[config.mk]
export PLATFORM = sky130hd
export DESIGN_NAME = ehl_timer_apb_mc
export DESIGN_NICKNAME = d
export VERILOG_FILES = /design/src/rtl/ehl_timer_mc_pkg.sv /design/src/rtl/ehl_timer_mc_channel.sv /design/src/rtl/ehl_timer_apb_mc.sv
export SDC_FILE = /design/constraint.sdc
export NUM_CORES = 1
export LEC_CHECK = 0
export ABC_CLOCK_PERIOD_IN_PS = 3900
export CAP_MARGIN = 20
export CELL_PAD_IN_SITES_DETAIL_PLACEMENT = 0
export CELL_PAD_IN_SITES_GLOBAL_PLACEMENT = 1
export CORE_UTILIZATION = 39
export DETAILED_ROUTE_END_ITERATION = 12
export PLACE_DENSITY_LB_ADDON = 0.1
export RECOVER_POWER = 25
export REMOVE_ABC_BUFFERS = 1
export SYNTH_ARGS = -nofsm -noshare
export SYNTH_HDL_FRONTEND = slang
export SYNTH_SLANG_ARGS = --single-unit
export TNS_END_PERCENT = 10
[constraint.sdc]
create_clock -name pclk -period 3.9 [get_ports pclk]
set_input_delay 1.17 -clock pclk [delete_from_list [all_inputs] [get_ports pclk]]
set_output_delay 1.17 -clock pclk [all_outputs]
set_load 0.005 [all_outputs]
[src/rtl/ehl_timer_mc_pkg.sv]
// Shared constants for the multi-channel APB timer: register offsets, CTRL bit
// positions and the channel-count ceiling.
package ehl_timer_mc_pkg;

  localparam int unsigned MAX_NCH = 8;

  // Offsets inside a 16-byte channel window
  localparam logic [3:0] OffCtrl  = 4'h0;
  localparam logic [3:0] OffLoad  = 4'h4;
  localparam logic [3:0] OffValue = 4'h8;
  localparam logic [3:0] OffCmp   = 4'hC;

  // Global registers; everything from AddrFirstInvalid upward is unmapped
  localparam logic [7:0] AddrIrqStat      = 8'h80;
  localparam logic [7:0] AddrIrqMask      = 8'h84;
  localparam logic [7:0] AddrFirstInvalid = 8'h90;

  // CTRL bit positions
  localparam int unsigned CtrlEn       = 0;
  localparam int unsigned CtrlOneshot  = 1;
  localparam int unsigned CtrlPwmEn    = 2;
  localparam int unsigned CtrlPol      = 3;
  localparam int unsigned CtrlPrescLsb = 8;
  localparam int unsigned CtrlPrescMsb = 15;

endpackage

[src/rtl/ehl_timer_mc_channel.sv]
// One timer channel: CTRL/LOAD/CMP registers, 8-bit prescaler, down-counter
// with periodic or one-shot reload, single-cycle zero/compare event pulses and
// the PWM compare output.
// Ports:
//   clk_i, rst_ni          clock, synchronous active-low reset
//   ctrl_we_i/load_we_i/
//   cmp_we_i               register write strobes (already decoded)
//   wdata_i                write data, zero-extended to 32 bits
//   ctrl_o/load_o/value_o/
//   cmp_o                  register contents for the read mux
//   zero_evt_o, cmp_evt_o  one-cycle event pulses, aligned with the tick
//   pwm_o                  PWM / compare output
module ehl_timer_mc_channel
  import ehl_timer_mc_pkg::*;
#(
  parameter int unsigned TimerWidth = 16
) (
  input  logic                  clk_i,
  input  logic                  rst_ni,
  input  logic                  ctrl_we_i,
  input  logic                  load_we_i,
  input  logic                  cmp_we_i,
  input  logic [31:0]           wdata_i,
  output logic [15:0]           ctrl_o,
  output logic [TimerWidth-1:0] load_o,
  output logic [TimerWidth-1:0] value_o,
  output logic [TimerWidth-1:0] cmp_o,
  output logic                  zero_evt_o,
  output logic                  cmp_evt_o,
  output logic                  pwm_o
);

  logic                  en_q, en_d;
  logic                  oneshot_q, pwm_en_q, pol_q;
  logic [7:0]            presc_q;
  logic [7:0]            pcnt_q, pcnt_d;
  logic [TimerWidth-1:0] value_q, value_d;
  logic [TimerWidth-1:0] load_q, cmp_q;
  logic                  tick, at_zero, hw_stop, start;

  // Prescaler counts down from PRESC; a tick fires when it reaches zero.
  assign tick    = en_q && (pcnt_q == 8'd0);
  assign at_zero = (value_q == '0);
  assign hw_stop = tick && at_zero && oneshot_q;
  // A software EN=1 restarts the counter if it was idle or is being stopped
  // by the one-shot on this very edge.
  assign start   = ctrl_we_i && wdata_i[CtrlEn] && (!en_q || hw_stop);

  always_comb begin
    en_d    = en_q;
    value_d = value_q;
    pcnt_d  = pcnt_q;
    if (ctrl_we_i) begin
      en_d = wdata_i[CtrlEn];
    end else if (hw_stop) begin
      en_d = 1'b0;
    end
    if (start) begin
      value_d = load_q;
      pcnt_d  = wdata_i[CtrlPrescMsb:CtrlPrescLsb];
    end else if (tick) begin
      // Reloading from presc_q here makes a PRESC change apply at the next wrap
      pcnt_d = presc_q;
      if (!at_zero) begin
        value_d = value_q - TimerWidth'(1);
      end else if (!oneshot_q) begin
        value_d = load_q;
      end
    end else if (en_q) begin
      pcnt_d = pcnt_q - 8'd1;
    end
    if (!en_d) begin
      pcnt_d = 8'd0;
    end
  end

  always_ff @(posedge clk_i) begin
    if (!rst_ni) begin
      en_q      <= 1'b0;
      oneshot_q <= 1'b0;
      pwm_en_q  <= 1'b0;
      pol_q     <= 1'b0;
      presc_q   <= 8'd0;
      pcnt_q    <= 8'd0;
      value_q   <= '0;
      load_q    <= '0;
      cmp_q     <= '0;
    end else begin
      en_q    <= en_d;
      pcnt_q  <= pcnt_d;
      value_q <= value_d;
      if (ctrl_we_i) begin
        oneshot_q <= wdata_i[CtrlOneshot];
        pwm_en_q  <= wdata_i[CtrlPwmEn];
        pol_q     <= wdata_i[CtrlPol];
        presc_q   <= wdata_i[CtrlPrescMsb:CtrlPrescLsb];
      end
      if (load_we_i) begin
        load_q <= wdata_i[TimerWidth-1:0];
      end
      if (cmp_we_i) begin
        cmp_q <= wdata_i[TimerWidth-1:0];
      end
    end
  end

  assign ctrl_o     = {presc_q, 4'b0000, pol_q, pwm_en_q, oneshot_q, en_q};
  assign load_o     = load_q;
  assign value_o    = value_q;
  assign cmp_o      = cmp_q;
  assign zero_evt_o = tick && at_zero;
  assign cmp_evt_o  = tick && (value_q == cmp_q);
  assign pwm_o      = pwm_en_q ? ((value_q < cmp_q) ^ pol_q) : pol_q;

  // Not every write-data bit lands in a register
  logic unused_wdata;
  assign unused_wdata = ^wdata_i;

endmodule

[src/rtl/ehl_timer_apb_mc.sv]
// Multi-channel APB timer. Zero-wait-state APB slave with error response for
// unmapped or misaligned addresses, NCH timer channels, and a combined,
// maskable interrupt built from IRQ_STAT & IRQ_MASK.
// Ports:
//   pclk, presetn           bus/timer clock, synchronous active-low reset
//   paddr, psel, penable,
//   pwrite, pwdata          APB request
//   prdata, pready, pslverr APB response (prdata is zero outside valid reads)
//   irq                     combined interrupt
//   pwm_out                 per-channel PWM / compare outputs
module ehl_timer_apb_mc
  import ehl_timer_mc_pkg::*;
#(
  parameter int unsigned NCH         = 2,
  parameter int unsigned TIMER_WIDTH = 16,
  parameter int unsigned DATA_WIDTH  = 32
) (
  input  logic                  pclk,
  input  logic                  presetn,
  input  logic [7:0]            paddr,
  input  logic                  psel,
  input  logic                  penable,
  input  logic                  pwrite,
  input  logic [DATA_WIDTH-1:0] pwdata,
  output logic [DATA_WIDTH-1:0] prdata,
  output logic                  pready,
  output logic                  pslverr,
  output logic                  irq,
  output logic [NCH-1:0]        pwm_out
);

  localparam int unsigned NFlag = 2 * NCH;

  logic        access, wr, rd, bad, is_global;
  logic [2:0]  ch_idx;
  logic [31:0] wd32;

  assign ch_idx    = paddr[6:4];
  assign is_global = paddr[7];
  assign wd32      = 32'(pwdata);
  assign access    = psel && penable;
  assign bad       = (paddr[1:0] != 2'b00) || (paddr >= AddrFirstInvalid) ||
                     (!is_global && (32'(ch_idx) >= NCH));
  assign wr        = access && pwrite && !bad;
  assign rd        = access && !pwrite && !bad;
  assign pslverr   = access && bad;
  assign pready    = 1'b1;

  logic [NCH-1:0]         zero_evt, cmp_evt;
  logic [15:0]            ch_ctrl  [NCH];
  logic [TIMER_WIDTH-1:0] ch_load  [NCH];
  logic [TIMER_WIDTH-1:0] ch_value [NCH];
  logic [TIMER_WIDTH-1:0] ch_cmp   [NCH];

  for (genvar c = 0; c < NCH; c++) begin : g_ch
    logic sel;
    assign sel = wr && !is_global && (ch_idx == 3'(c));

    ehl_timer_mc_channel #(
      .TimerWidth (TIMER_WIDTH)
    ) u_channel (
      .clk_i      (pclk),
      .rst_ni     (presetn),
      .ctrl_we_i  (sel && (paddr[3:0] == OffCtrl)),
      .load_we_i  (sel && (paddr[3:0] == OffLoad)),
      .cmp_we_i   (sel && (paddr[3:0] == OffCmp)),
      .wdata_i    (wd32),
      .ctrl_o     (ch_ctrl[c]),
      .load_o     (ch_load[c]),
      .value_o    (ch_value[c]),
      .cmp_o      (ch_cmp[c]),
      .zero_evt_o (zero_evt[c]),
      .cmp_evt_o  (cmp_evt[c]),
      .pwm_o      (pwm_out[c])
    );
  end

  logic [NFlag-1:0] stat_q, stat_d, mask_q, hw_set;

  always_comb begin
    hw_set = '0;
    for (int c = 0; c < NCH; c++) begin
      hw_set[2*c]   = zero_evt[c];
      hw_set[2*c+1] = cmp_evt[c];
    end
    stat_d = stat_q;
    if (wr && (paddr == AddrIrqStat)) begin
      stat_d = stat_q & ~wd32[NFlag-1:0];
    end
    // Hardware set is applied last so it wins over a same-cycle clear
    stat_d = stat_d | hw_set;
  end

  always_ff @(posedge pclk) begin
    if (!presetn) begin
      stat_q <= '0;
      mask_q <= '0;
    end else begin
      stat_q <= stat_d;
      if (wr && (paddr == AddrIrqMask)) begin
        mask_q <= wd32[NFlag-1:0];
      end
    end
  end

  assign irq = |(stat_q & mask_q);

  always_comb begin
    prdata = '0;
    if (rd) begin
      if (paddr == AddrIrqStat) begin
        prdata = DATA_WIDTH'(stat_q);
      end else if (paddr == AddrIrqMask) begin
        prdata = DATA_WIDTH'(mask_q);
      end else if (!is_global) begin
        for (int c = 0; c < NCH; c++) begin
          if (ch_idx == 3'(c)) begin
            case (paddr[3:0])
              OffCtrl:  prdata = DATA_WIDTH'(ch_ctrl[c]);
              OffLoad:  prdata = DATA_WIDTH'(ch_load[c]);
              OffValue: prdata = DATA_WIDTH'(ch_value[c]);
              OffCmp:   prdata = DATA_WIDTH'(ch_cmp[c]);
              default:  prdata = '0;
            endcase
          end
        end
      end
    end
  end

endmodule

==> metrics.md <==
| Metric | Value |
|---|---|
| Sink Count | `144` |
| Post-DP HPWL | `25800 µm` |
| HP Class | `register to register` |
| Outcome | `finished, violations left` |
| Final WL | `35200 µm` |
| Syn avg cell area | `7.74 µm²` |
| Core Footprint | `22900 µm²` |
| Synth unique cells | `86` |
| CTS tree | `built` |
| Skew-Pair Late Insertion Delay | `0.45 ns` |
| Sequential area share after synthesis | `0.312` |
| Simple-gate area share of the yosys netlist | `0.243` |
| Max stage delay cell, worst path | `a221o_1` |
| Nets | `1378` |
| CP most frequent cell | `buf_4` |
| First-pass GRT wire length | `55000 µm` |
| Cell count after synthesis | `1194` |
| Worst EP required | `2.73 ns` |
| Endpoints failing setup | `8` |
| Num CTS Buffers | `17` |
| Initial antenna violation count | `0` |
| Root buffer cell | `clkbuf_16` |
| Critical path's largest stage delay | `0.35 ns` |
| Vias/cell | `6.01` |
| Reg-to-reg slack, setup | `0.60 ns` |
| Reg-to-reg startpoint | `g_ch[1].u_channel.pcnt_q[0]$_SDFFE_PN0P_` |
| Worst hold stages | `2` |
| Clk slew on worst S/H paths | `0.06 ns` |
| FILL cells | `2243` |
| Relative slew slack | `0.0235` |
| Fin crit period | `3.96 ns` |
| Worst reg2reg path depth | `7` |
| Vias in the first global route | `9214` |
| RSZ-0062 raised after global routing | `true` |
| Starting DRT DRC Count | `858` |
| Pleak | `0.00448 µW` |
| Clk buf depth | `2` |
| Post-Syn Area | `9250 µm²` |
| Synth Area in Compound Gates | `0.269` |
| Max-cap violations | `0` |
| Peak VDD IR | `0.168 mV` |
| Final Skew | `0.0137 ns` |
| Mux contribution to synthesized area | `0.0392` |
| Top FF cell, synth | `dfxtp_1` |
| Routed len/inst | `21.7 µm` |
| Hold path start | `g_ch[0].u_channel.cmp_o[13]$_SDFFE_PN0P_` |
| Max frequency | `0.253 GHz` |
| Post-synth ARST share | `0` |
| Violated checks | `setup timing` |
| Hold Path Sink | `g_ch[0].u_channel.cmp_o[13]$_SDFFE_PN0P_` |
| Slew Limit Fails | `0` |
| Adder-Cell Fraction of Synth Area | `0.0514` |
| Pin count of the biggest net entering global routing | `46` |
| IO Pins | `82` |
| CP Launch Type | `input port` |
| Commonest non-fill, non-tap cell in the layout | `nand2_1` |
| Layout area overhead | `25.9%` |
| CP Max Fanout | `9` |
| Cell area after layout | `11600 µm²` |
| Synth warn | `0` |
| Final Worst Setup Slack | `-0.0564 ns` |
| Most frequent cells in the layout | `nand2_1, dfxtp_1, a21oi_1` |
| Initial Util | `0.403` |
| Worst-Margin Slew | `1.46 ns` |
| Critical path's top delay family | `buffers and inverters` |
| Worst Path Buf+Inv | `5` |
| Total gr overflow | `0` |
| Drt first pass iters | `8` |
| Die height | `156 µm` |
| Port Buffers | `48` |
| Area of placed instances | `10600 µm²` |
| RePlAce Congestion | `0.903` |
| Total number of vias | `9737` |
| CP Capture Type | `output port` |
| Pwr Density | `293 nW/µm²` |
| CP cell instances | `buf_4, nor4b_4, buf_4, buf_4, buf_12, a221o_1, a221oi_2, nor3_4, clkdlybuf4s15_1` |
| Diodes inserted | `0` |
| Rows | `55` |
| Final Hold Vio Count | `0` |
| Drt drc | `0` |
| Die Area | `24300 µm²` |
| Post-Synth XOR/XNOR Area | `0.00663` |
| Min Hold Slack | `0.471 ns` |
| Worst Setup Path Type | `input port to output port` |
| EDFF count, synth | `0` |
| Share of layout cells above drive strength 1 | `0.210` |
| Main combinational cell family by area after synthesis | `compound AO/OA/AOI/OAI gates` |
| CP Data Arrival Time | `2.79 ns` |
| Final Cycle Share | `1.01` |
| Reg2Reg Capture Point | `g_ch[1].u_channel.pcnt_q[6]$_SDFFE_PN0P_` |
| Htree depth | `4` |
| Yosys reg bits | `144` |
| Final ANT Viol Nets | `0` |
| Die X | `156 µm` |
| Total GRT Usage | `0.299` |
## synthesized netlist by cell type (6+ instances only)
cell,number,share of area
o2111ai_1,6,0.0057
a211oi_1,11,0.0089
a21oi_1,121,0.065
and3_1,9,0.0061
nand2_1,205,0.083
clkbuf_1,61,0.025
o211a_1,8,0.0087
or4_1,10,0.0081
a221o_1,25,0.027
nor4_1,9,0.0061
ha_1,38,0.051
mux2i_1,25,0.027
o41ai_1,7,0.0066
and4_1,6,0.0057
a221oi_1,33,0.031
a22oi_1,8,0.0065
o21ai_0,34,0.018
buf_2,18,0.0097
a31oi_1,15,0.010
buf_4,22,0.018
nor3_1,36,0.019
o32ai_1,7,0.0066
mux2_2,10,0.012
dfxtp_1,144,0.31
o22ai_1,10,0.0068
nand3_1,27,0.015
nand4_1,22,0.015
o21a_1,9,0.0073
nor2_1,65,0.026
o211ai_1,12,0.0097
inv_1,57,0.023
or3_1,17,0.012
## metrics by stage
stage               cells  setup WS, ns  utilization  total power, µW  setup TNS (ns)
floorplan            1105         -1.85            -             1570          -97.44
global placement     1576         -1.00        0.461             1710          -14.80
detailed placement   1576        -0.989        0.461             1710          -14.72
CTS                  1619       -0.0808        0.506             3420          -0.587
global route         1621        -0.121        0.508             3500          -0.887
finish               1621       -0.0564        0.508             3410          -0.247
## power by group
group | internal (µW) | leakage (µW) | total, µW | switching, µW
Clock | 970 | 0.000275 | 1700 | 727
Sequential | 1470 | 0.00116 | 1470 | 0.0996
Combinational | 92.9 | 0.00304 | 240 | 147
Total | 2530 | 0.00448 | 3410 | 874
## sequential cells by signal, summed over array words and instances (netlist names)
name,cells
g_ch.u_channel.cmp_o,32
g_ch.u_channel.en_q,2
g_ch.u_channel.load_o,32
g_ch.u_channel.oneshot_q,2
g_ch.u_channel.pcnt_q,16
g_ch.u_channel.pol_q,2
g_ch.u_channel.presc_q,16
g_ch.u_channel.pwm_en_q,2
g_ch.u_channel.value_o,32
mask_q,4
stat_q,4
## worst max-delay path by stage
stage | startpoint | endpoint | cells after the start
after detailed placement | paddr[4] | prdata[8] | 7
final | paddr[3] | prdata[15] | 9
after floorplan | paddr[3] | prdata[0] | 5
after global routing | paddr[0] | prdata[1] | 9
after CTS | paddr[2] | prdata[3] | 10
after global placement | paddr[4] | prdata[11] | 7
## routing by layer
layer,vias to the layer above,part of all wire,global-route usage
met5,-,0,0
met4,0,0.021,0.0789
met3,48,0.070,0.0472
met2,398,0.44,0.461
met1,4676,0.47,0.428
li1,4615,-,-
## kinds of logic after synthesis
| logic type | count (synthesis) |
|---|---|
| mux | 35 |
| compound gates | 353 |
| fa+ha+maj | 38 |
| flops | 144 |
| simple gates | 453 |
| xor+xnor | 7 |
| other cells | 2 |
| buf+inv | 162 |
## repair_timing
item                                    in CTS  in global routing
gates cloned                                 3                  0
setup buffers                                8                  2
gates resized for setup                    159                 27
hold buffers                                 0                  0
pin swaps                                   27                 18
endpoints found under the setup margin      19                 19
## final cells by class
type	instances	area, µm²	area share
clock buffers	19	443	0.0380
clock inverters	13	153	0.0131
inverters	58	219	0.0188
multi-input cells	903	6120	0.526
flip-flops and latches	144	2890	0.249
well taps	313	392	0.0336
repair buffers	171	1420	0.122
## worst min-delay path: cells and delay by family, from the launching register on
kind | cells | cell delay (ns)
flip-flops | 1 | 0.33
AND/OR/NAND/NOR | 1 | 0.05
AO/OA/AOI/OAI | 1 | 0.05
No activity file was read; power rests on OpenSTA's default activity.
